### src/rtl/uart_tx_sched.sv
// uart_tx_sched: round-robin merge of two byte producers into a FIFO, drained
// into the serial transmitter under its write/busy handshake.
// Optional statistics (tx_count_o, drop_hint_o) are built when the macro
// UART_TX_SCHED_STATS_EN is defined; the default build omits them entirely.
module uart_tx_sched #(
    parameter int unsigned DEPTH   = 16,
    parameter int unsigned HOLDOFF = 2
) (
    input  logic                     clk_i,
    input  logic                     reset_i,
    input  logic                     req0_valid_i,
    input  logic [7:0]               req0_data_i,
    output logic                     req0_ready_o,
    input  logic                     req1_valid_i,
    input  logic [7:0]               req1_data_i,
    output logic                     req1_ready_o,
    output logic                     uart_wr_o,
    output logic [7:0]               uart_data_o,
    input  logic                     uart_busy_i,
    output logic [$clog2(DEPTH):0]   fifo_level_o,
    output logic                     fifo_full_o,
    output logic                     fifo_empty_o,
    output logic                     sched_busy_o
`ifdef UART_TX_SCHED_STATS_EN
    ,
    output logic [15:0]              tx_count_o,
    output logic [1:0]               drop_hint_o
`endif
);

    localparam int unsigned PTR_W  = $clog2(DEPTH);
    localparam int unsigned LVL_W  = $clog2(DEPTH) + 1;
    localparam int unsigned HCNT_W = (HOLDOFF > 1) ? $clog2(HOLDOFF + 1) : 1;

    typedef enum logic [1:0] {
        S_IDLE  = 2'd0,
        S_ISSUE = 2'd1,
        S_HOLD  = 2'd2,
        S_WAIT  = 2'd3
    } state_t;

    state_t              state_q, state_d;
    logic [HCNT_W-1:0]   hcnt_q, hcnt_d;
    logic                rr_q;
    logic [PTR_W-1:0]    wr_ptr_q, rd_ptr_q;
    logic [LVL_W-1:0]    level_q;
    logic [7:0]          mem [DEPTH];
    logic [7:0]          data_q;
    logic                wr_q;

    logic                full_c, empty_c;
    logic                grant0_c, grant1_c, push_c, pop_c, load_c;
    logic [7:0]          push_data_c;

    assign full_c  = (level_q == LVL_W'(DEPTH));
    assign empty_c = (level_q == '0);

    // Arbitration: full FIFO blocks both; a lone requester wins; a tie goes to rr
    always_comb begin
        grant0_c = 1'b0;
        grant1_c = 1'b0;
        if (!full_c) begin
            if (req0_valid_i && !req1_valid_i) begin
                grant0_c = 1'b1;
            end else if (!req0_valid_i && req1_valid_i) begin
                grant1_c = 1'b1;
            end else if (req0_valid_i && req1_valid_i) begin
                grant0_c = !rr_q;
                grant1_c = rr_q;
            end
        end
    end

    assign push_c      = grant0_c | grant1_c;
    assign push_data_c = grant1_c ? req1_data_i : req0_data_i;

    // Round-robin pointer: after any grant the other requester is preferred
    always_ff @(posedge clk_i or posedge reset_i) begin
        if (reset_i) begin
            rr_q <= 1'b0;
        end else if (push_c) begin
            rr_q <= grant0_c;
        end
    end

    // FIFO storage; contents need no reset because level gates every read
    always_ff @(posedge clk_i) begin
        if (push_c) begin
            mem[wr_ptr_q] <= push_data_c;
        end
    end

    // FIFO pointers and occupancy; pointers wrap naturally at power-of-two DEPTH
    always_ff @(posedge clk_i or posedge reset_i) begin
        if (reset_i) begin
            wr_ptr_q <= '0;
            rd_ptr_q <= '0;
            level_q  <= '0;
        end else begin
            if (push_c) begin
                wr_ptr_q <= wr_ptr_q + PTR_W'(1);
            end
            if (pop_c) begin
                rd_ptr_q <= rd_ptr_q + PTR_W'(1);
            end
            case ({push_c, pop_c})
                2'b10:   level_q <= level_q + LVL_W'(1);
                2'b01:   level_q <= level_q - LVL_W'(1);
                default: level_q <= level_q;
            endcase
        end
    end

    // Drain FSM state register (holdoff counter travels with the state)
    always_ff @(posedge clk_i or posedge reset_i) begin
        if (reset_i) begin
            state_q <= S_IDLE;
            hcnt_q  <= '0;
        end else begin
            state_q <= state_d;
            hcnt_q  <= hcnt_d;
        end
    end

    // Drain FSM next state; busy is ignored in HOLD to cover its rise latency
    always_comb begin
        state_d = state_q;
        hcnt_d  = hcnt_q;
        case (state_q)
            S_IDLE: begin
                if (!empty_c && !uart_busy_i) begin
                    state_d = S_ISSUE;
                end
            end
            S_ISSUE: begin
                state_d = S_HOLD;
                hcnt_d  = HCNT_W'(HOLDOFF);
            end
            S_HOLD: begin
                if (hcnt_q <= HCNT_W'(1)) begin
                    state_d = S_WAIT;
                    hcnt_d  = '0;
                end else begin
                    hcnt_d = hcnt_q - HCNT_W'(1);
                end
            end
            S_WAIT: begin
                if (!uart_busy_i) begin
                    state_d = S_IDLE;
                end
            end
            default: begin
                state_d = S_IDLE;
                hcnt_d  = '0;
            end
        endcase
    end

    // Drain FSM outputs: pop during ISSUE, preload the strobe/data on entry
    always_comb begin
        pop_c  = 1'b0;
        load_c = 1'b0;
        if (state_q == S_ISSUE && !empty_c) begin
            pop_c = 1'b1;
        end
        if (state_q == S_IDLE && state_d == S_ISSUE) begin
            load_c = 1'b1;
        end
    end

    // Registered transmitter strobe and data; data holds between issues
    always_ff @(posedge clk_i or posedge reset_i) begin
        if (reset_i) begin
            wr_q   <= 1'b0;
            data_q <= 8'h00;
        end else begin
            wr_q <= load_c;
            if (load_c) begin
                data_q <= mem[rd_ptr_q];
            end
        end
    end

    assign req0_ready_o = grant0_c;
    assign req1_ready_o = grant1_c;
    assign uart_wr_o    = wr_q;
    assign uart_data_o  = data_q;
    assign fifo_level_o = level_q;
    assign fifo_full_o  = full_c;
    assign fifo_empty_o = empty_c;
    assign sched_busy_o = !empty_c || (state_q != S_IDLE);

`ifdef UART_TX_SCHED_STATS_EN
    logic [15:0] tx_count_q;
    logic [1:0]  drop_hint_q;

    // Issue counter (wraps) and sticky push-while-full hints
    always_ff @(posedge clk_i or posedge reset_i) begin
        if (reset_i) begin
            tx_count_q  <= 16'h0000;
            drop_hint_q <= 2'b00;
        end else begin
            if (state_q == S_ISSUE) begin
                tx_count_q <= tx_count_q + 16'd1;
            end
            drop_hint_q <= drop_hint_q | ({req1_valid_i, req0_valid_i} & {2{full_c}});
        end
    end

    assign tx_count_o  = tx_count_q;
    assign drop_hint_o = drop_hint_q;
`endif

endmodule

### config.mk
export PLATFORM = sky130hd
export DESIGN_NAME = uart_tx_sched
export DESIGN_NICKNAME = d
export VERILOG_FILES = /design/src/rtl/uart_tx_sched.sv
export SDC_FILE = /design/constraint.sdc
export NUM_CORES = 1
export LEC_CHECK = 0
export ABC_AREA = 1
export BUFFER_PORTS_ARGS = -buffer_cell sky130_fd_sc_hd__buf_2
export CORE_MARGIN = 1.5
export CORE_UTILIZATION = 52
export CTS_CLUSTER_DIAMETER = 200
export CTS_CLUSTER_SIZE = 25
export DETAILED_ROUTE_END_ITERATION = 12
export PLACE_DENSITY = 0.72
export SLEW_MARGIN = 5
export SYNTH_ARGS = -nofsm -noshare
export SYNTH_HDL_FRONTEND = slang
export SYNTH_SLANG_ARGS = --single-unit
### constraint.sdc
create_clock -name clk_i -period 2.95 [get_ports clk_i]
set_input_delay 0.1475 -clock clk_i [delete_from_list [all_inputs] [get_ports clk_i]]
set_output_delay 0.1475 -clock clk_i [all_outputs]
set_load 0.05 [all_outputs]
==> run summary <==
POWER
----------------------------------------------------------------------------------------
Net switching power figure                                                      3.474 mW
Share of power burned in the clock network                                         0.237
Worst-case vdd ir drop                                                       0.0006245 V
Cell Int Power                                                                  4.925 mW
Cell Pwr Density                                                            1050 mW/mm^2
Share of power burned in registers                                                 0.375
PnR Total Power                                                                 8.400 mW
Net Sw Frac                                                                       0.4136
P_leak                                                                          3.708 nW
Gate power share                                                                   0.388

CRITICAL PATH
----------------------------------------------------------------------------------------
Setup crit end kind                                                                 flop
Critical path's slowest cell                                                     dfrtp_1
Data arrival at the endpoint of the critical path                                2.87 ns
Crit path kind                                                              flop to flop
Crit path top cell by count                                                      nand2_1
Max incr delay on CP                                                             0.44 ns
Biggest fanout along the worst timing path                                            10
Critical Path Source Type                                                           flop
Ordered list of cells on the worst path                                     nor2_2, nand4_2, nand2_2, nand2_4, inv_2, ha_1, xor2_1, ha_1, inv_1, nand2_1, nand3_1, nand2_1, xor2_1, nand2_1, nand2_1
Category of cells accounting for the largest share of critical-path delay   simple AND/OR/NAND/NOR gates
CP Buf/Inv Count                                                                       2
Data required time at the worst endpoint                                         3.32 ns

GLOBAL ROUTE
----------------------------------------------------------------------------------------
Total routing resource utilization after global routing                           0.2334
Met2 global-route usage                                                           0.3704
Largest net degree at the start of global routing                                     40
M3 GR Usage                                                                      0.05513
Via count of the first global-routing pass                                          4855
Global routing usage on met1                                                      0.3095
Number of antenna violations at the first check in global routing                      0
GR Overflow Total                                                                      0
Global-route wire length before repair                                          24900 um
GRT Max-Usage Layer                                                                 met2

LOGIC SYNTHESIS
----------------------------------------------------------------------------------------
Mapped Area                                                                 0.007126 mm^2
Count of mapped cells out of synthesis                                               736
Fraction of the yosys area taken by sequential cells                              0.6342
Number of flops mapped to enable cells by yosys                                      128
Average cell area after synthesis                                             9.682 um^2
Syn_nets                                                                             770
Main synth FF type                                                              edfxtp_1
Post-synthesis register bit count                                                    155
Cell variety after synth                                                              27
Async set-or-reset flop fraction in the synthesized netlist                       0.1742
YS warnings                                                                            0

STA
----------------------------------------------------------------------------------------
Time the final worst path needs with I/O delays and setup                       2.503 ns
Number of endpoints failing setup at the final stage                                   0
Final setup slack of the worst path                                            0.4471 ns
Max Freq                                                                       399.5 MHz
Fraction of the cycle the final worst path needs                                  0.8484
Transition time of the tightest slew-check pin                                  1.119 ns
RSZ-0062 raised after global routing                                               false
Number of pins with negative max-slew slack in the final report                        0
Final count of hold timing violations                                                 27
Final worst clock skew                                                       0.009491 ns
Relative slew margins                                                             0.2533
WHS                                                                          -0.02104 ns
Total negative slack                                                                0 ns

DRT
----------------------------------------------------------------------------------------
Number of routed nets with antenna violations                                          0
Vias per cell                                                                      5.106
DRC violation count after routing                                                      0
Routed length per placed instance                                               16.13 um
Overall via count from detail_route                                                 4932
First-pass iteration count of the detailed router                                      5
DRT Wirelength                                                                  15580 um
Detailed Route Iter0 Violations                                                      534

PLACE
----------------------------------------------------------------------------------------
Final GP Congestion                                                               0.8894
Buffers added on ports                                                                39
Final HPWL from detailed placement                                               9961 um
Placed standard-cell area                                                   0.007467 mm^2
Post-placement cell count                                                            934
Post-place setup slack                                                         0.4550 ns

HOLD PATH
----------------------------------------------------------------------------------------
Kind of path behind the tightest hold check                                 input pin to asynchronous set/reset pin

DIE
----------------------------------------------------------------------------------------
Die Y-Extent                                                                    120.1 um
I/O Pins                                                                              40
Horizontal extent of the die                                                    120.1 um
Placement row count                                                                   42
Die Footprint                                                               0.01441 mm^2
Starting density of the core                                                      0.5359
Area of the placeable core                                                  0.01330 mm^2

LAYOUT
----------------------------------------------------------------------------------------
Top library cells by usage in the layout, fill and taps aside               256 x nand2_1, 128 x edfxtp_1, 124 x inv_1
Nets                                                                                 811
Final non-filler cell area                                                  0.008001 mm^2
Diodes inserted                                                                        0
Share of final-layout standard cells stronger than drive strength 1               0.1063
Final std cells w/o fill                                                             966
Synthesis-to-finish area growth                                                   12.29%
Share of the core filled with cells in the final layout                           0.6018
Most common library cell in the layout ignoring fill and taps                    nand2_1

RUN STATUS
----------------------------------------------------------------------------------------
Violations in the final reports                                             negative hold slack
Result of the run                                                           complete, but fails checks

CLOCK TREE
----------------------------------------------------------------------------------------
Setup Fix Bufs, Post-CTS                                                               0
Clock sink count                                                                     155
Maximum buffer depth of the clock tree                                                 2
Number of buffers inserted for hold repair after clock tree synthesis                  0
Clock slew at reported path FFs                                                  0.06 ns
CTS Root Buffer Type                                                           clkbuf_16
# resized after CTS                                                                    0
Worst-Skew Late Latency                                                          0.43 ns
Number of buffers created by CTS                                                      17
CTS tree                                                                           built
# H-tree levels                                                                        4

FLOW RUN
----------------------------------------------------------------------------------------
Maximum Capacitance Violations                                                         0

-- layer usage --
metal	up-vias	routed length, um	share of wire
met4	0	335	0.021
met3	34	1029	0.066
met1	2306	6670	0.43
met5	-	0	0
met2	173	7546	0.48
li1	2419	-	-
-- synth_stat cells (2+ instances only) --
cell type	number	area share
nand2_2	2	0.0018
a21boi_0	3	0.0032
nand3_1	104	0.073
dfrtp_1	27	0.095
nand4_1	2	0.0018
ha_1	13	0.023
nand2_1	256	0.13
o21ai_0	10	0.0070
buf_4	7	0.0074
xor2_1	9	0.011
nor3_1	2	0.0014
nor2_1	16	0.0084
edfxtp_1	128	0.54
clkinv_1	2	0.0011
inv_1	124	0.065
xnor2_1	2	0.0025
buf_2	16	0.011
inv_2	4	0.0021
-- cells by family after synthesis --
group	Yosys count	share of synthesized area
and+or+nand+nor	386	0.2270
AOI/OAI and AO/OA	16	0.01317
adders and majority gates	13	0.02283
DFF	155	0.6342
buffers and inverters	155	0.08920
xor gates and xnor gates	11	0.01352
-- registers in the layout, indices dropped and copies added (netlist names) --
name and cells:
mem 128, uart_data_o 8, fifo_level_o 5, rd_ptr_q 4, wr_ptr_q 4, hcnt_q 2, state_q 2, rr_q 1
uart_wr_o 1
-- power groups by stage --
stage / Clock (mW) / Combinational (mW) / Sequential [mW]
final: 1.99 / 3.26 / 3.15
after global routing: 2.12 / 3.61 / 3.19
after CTS: 2.02 / 3.26 / 3.14
after detailed placement: 0 / 3.24 / 3.18
after global placement: 0 / 3.16 / 3.16
after floorplan: 0 / 2.16 / 3.39
-- area by class of cell --
type                            instances  area [um^2]
Fill cell                            1077         5294
Sequential cell                       155         4521
Multi-Input combinational cell        426         1971
Inverter                              130        488.0
Clock buffer                           19        432.9
Timing Repair Buffer                   47        267.8
Tap cell                              176        220.2
Clock inverter                         13        101.3
-- worst paths after layout --
kind,from,to,slack [ns],cells after the start
worst max register to register,fifo_level_o[0],fifo_level_o[4],0.45,15
worst min register to register,uart_data_o[1],uart_data_o[1],0.48,2
max in group asynchronous,reset_i,rd_ptr_q[0],2.25,2
min in group clk_i,uart_busy_i,state_q[0],0.04,3
worst max-delay path,fifo_level_o[0],fifo_level_o[4],0.45,15
worst min-delay path,reset_i,uart_data_o[5],-0.02,2
Power figures use the tool's default switching activity.
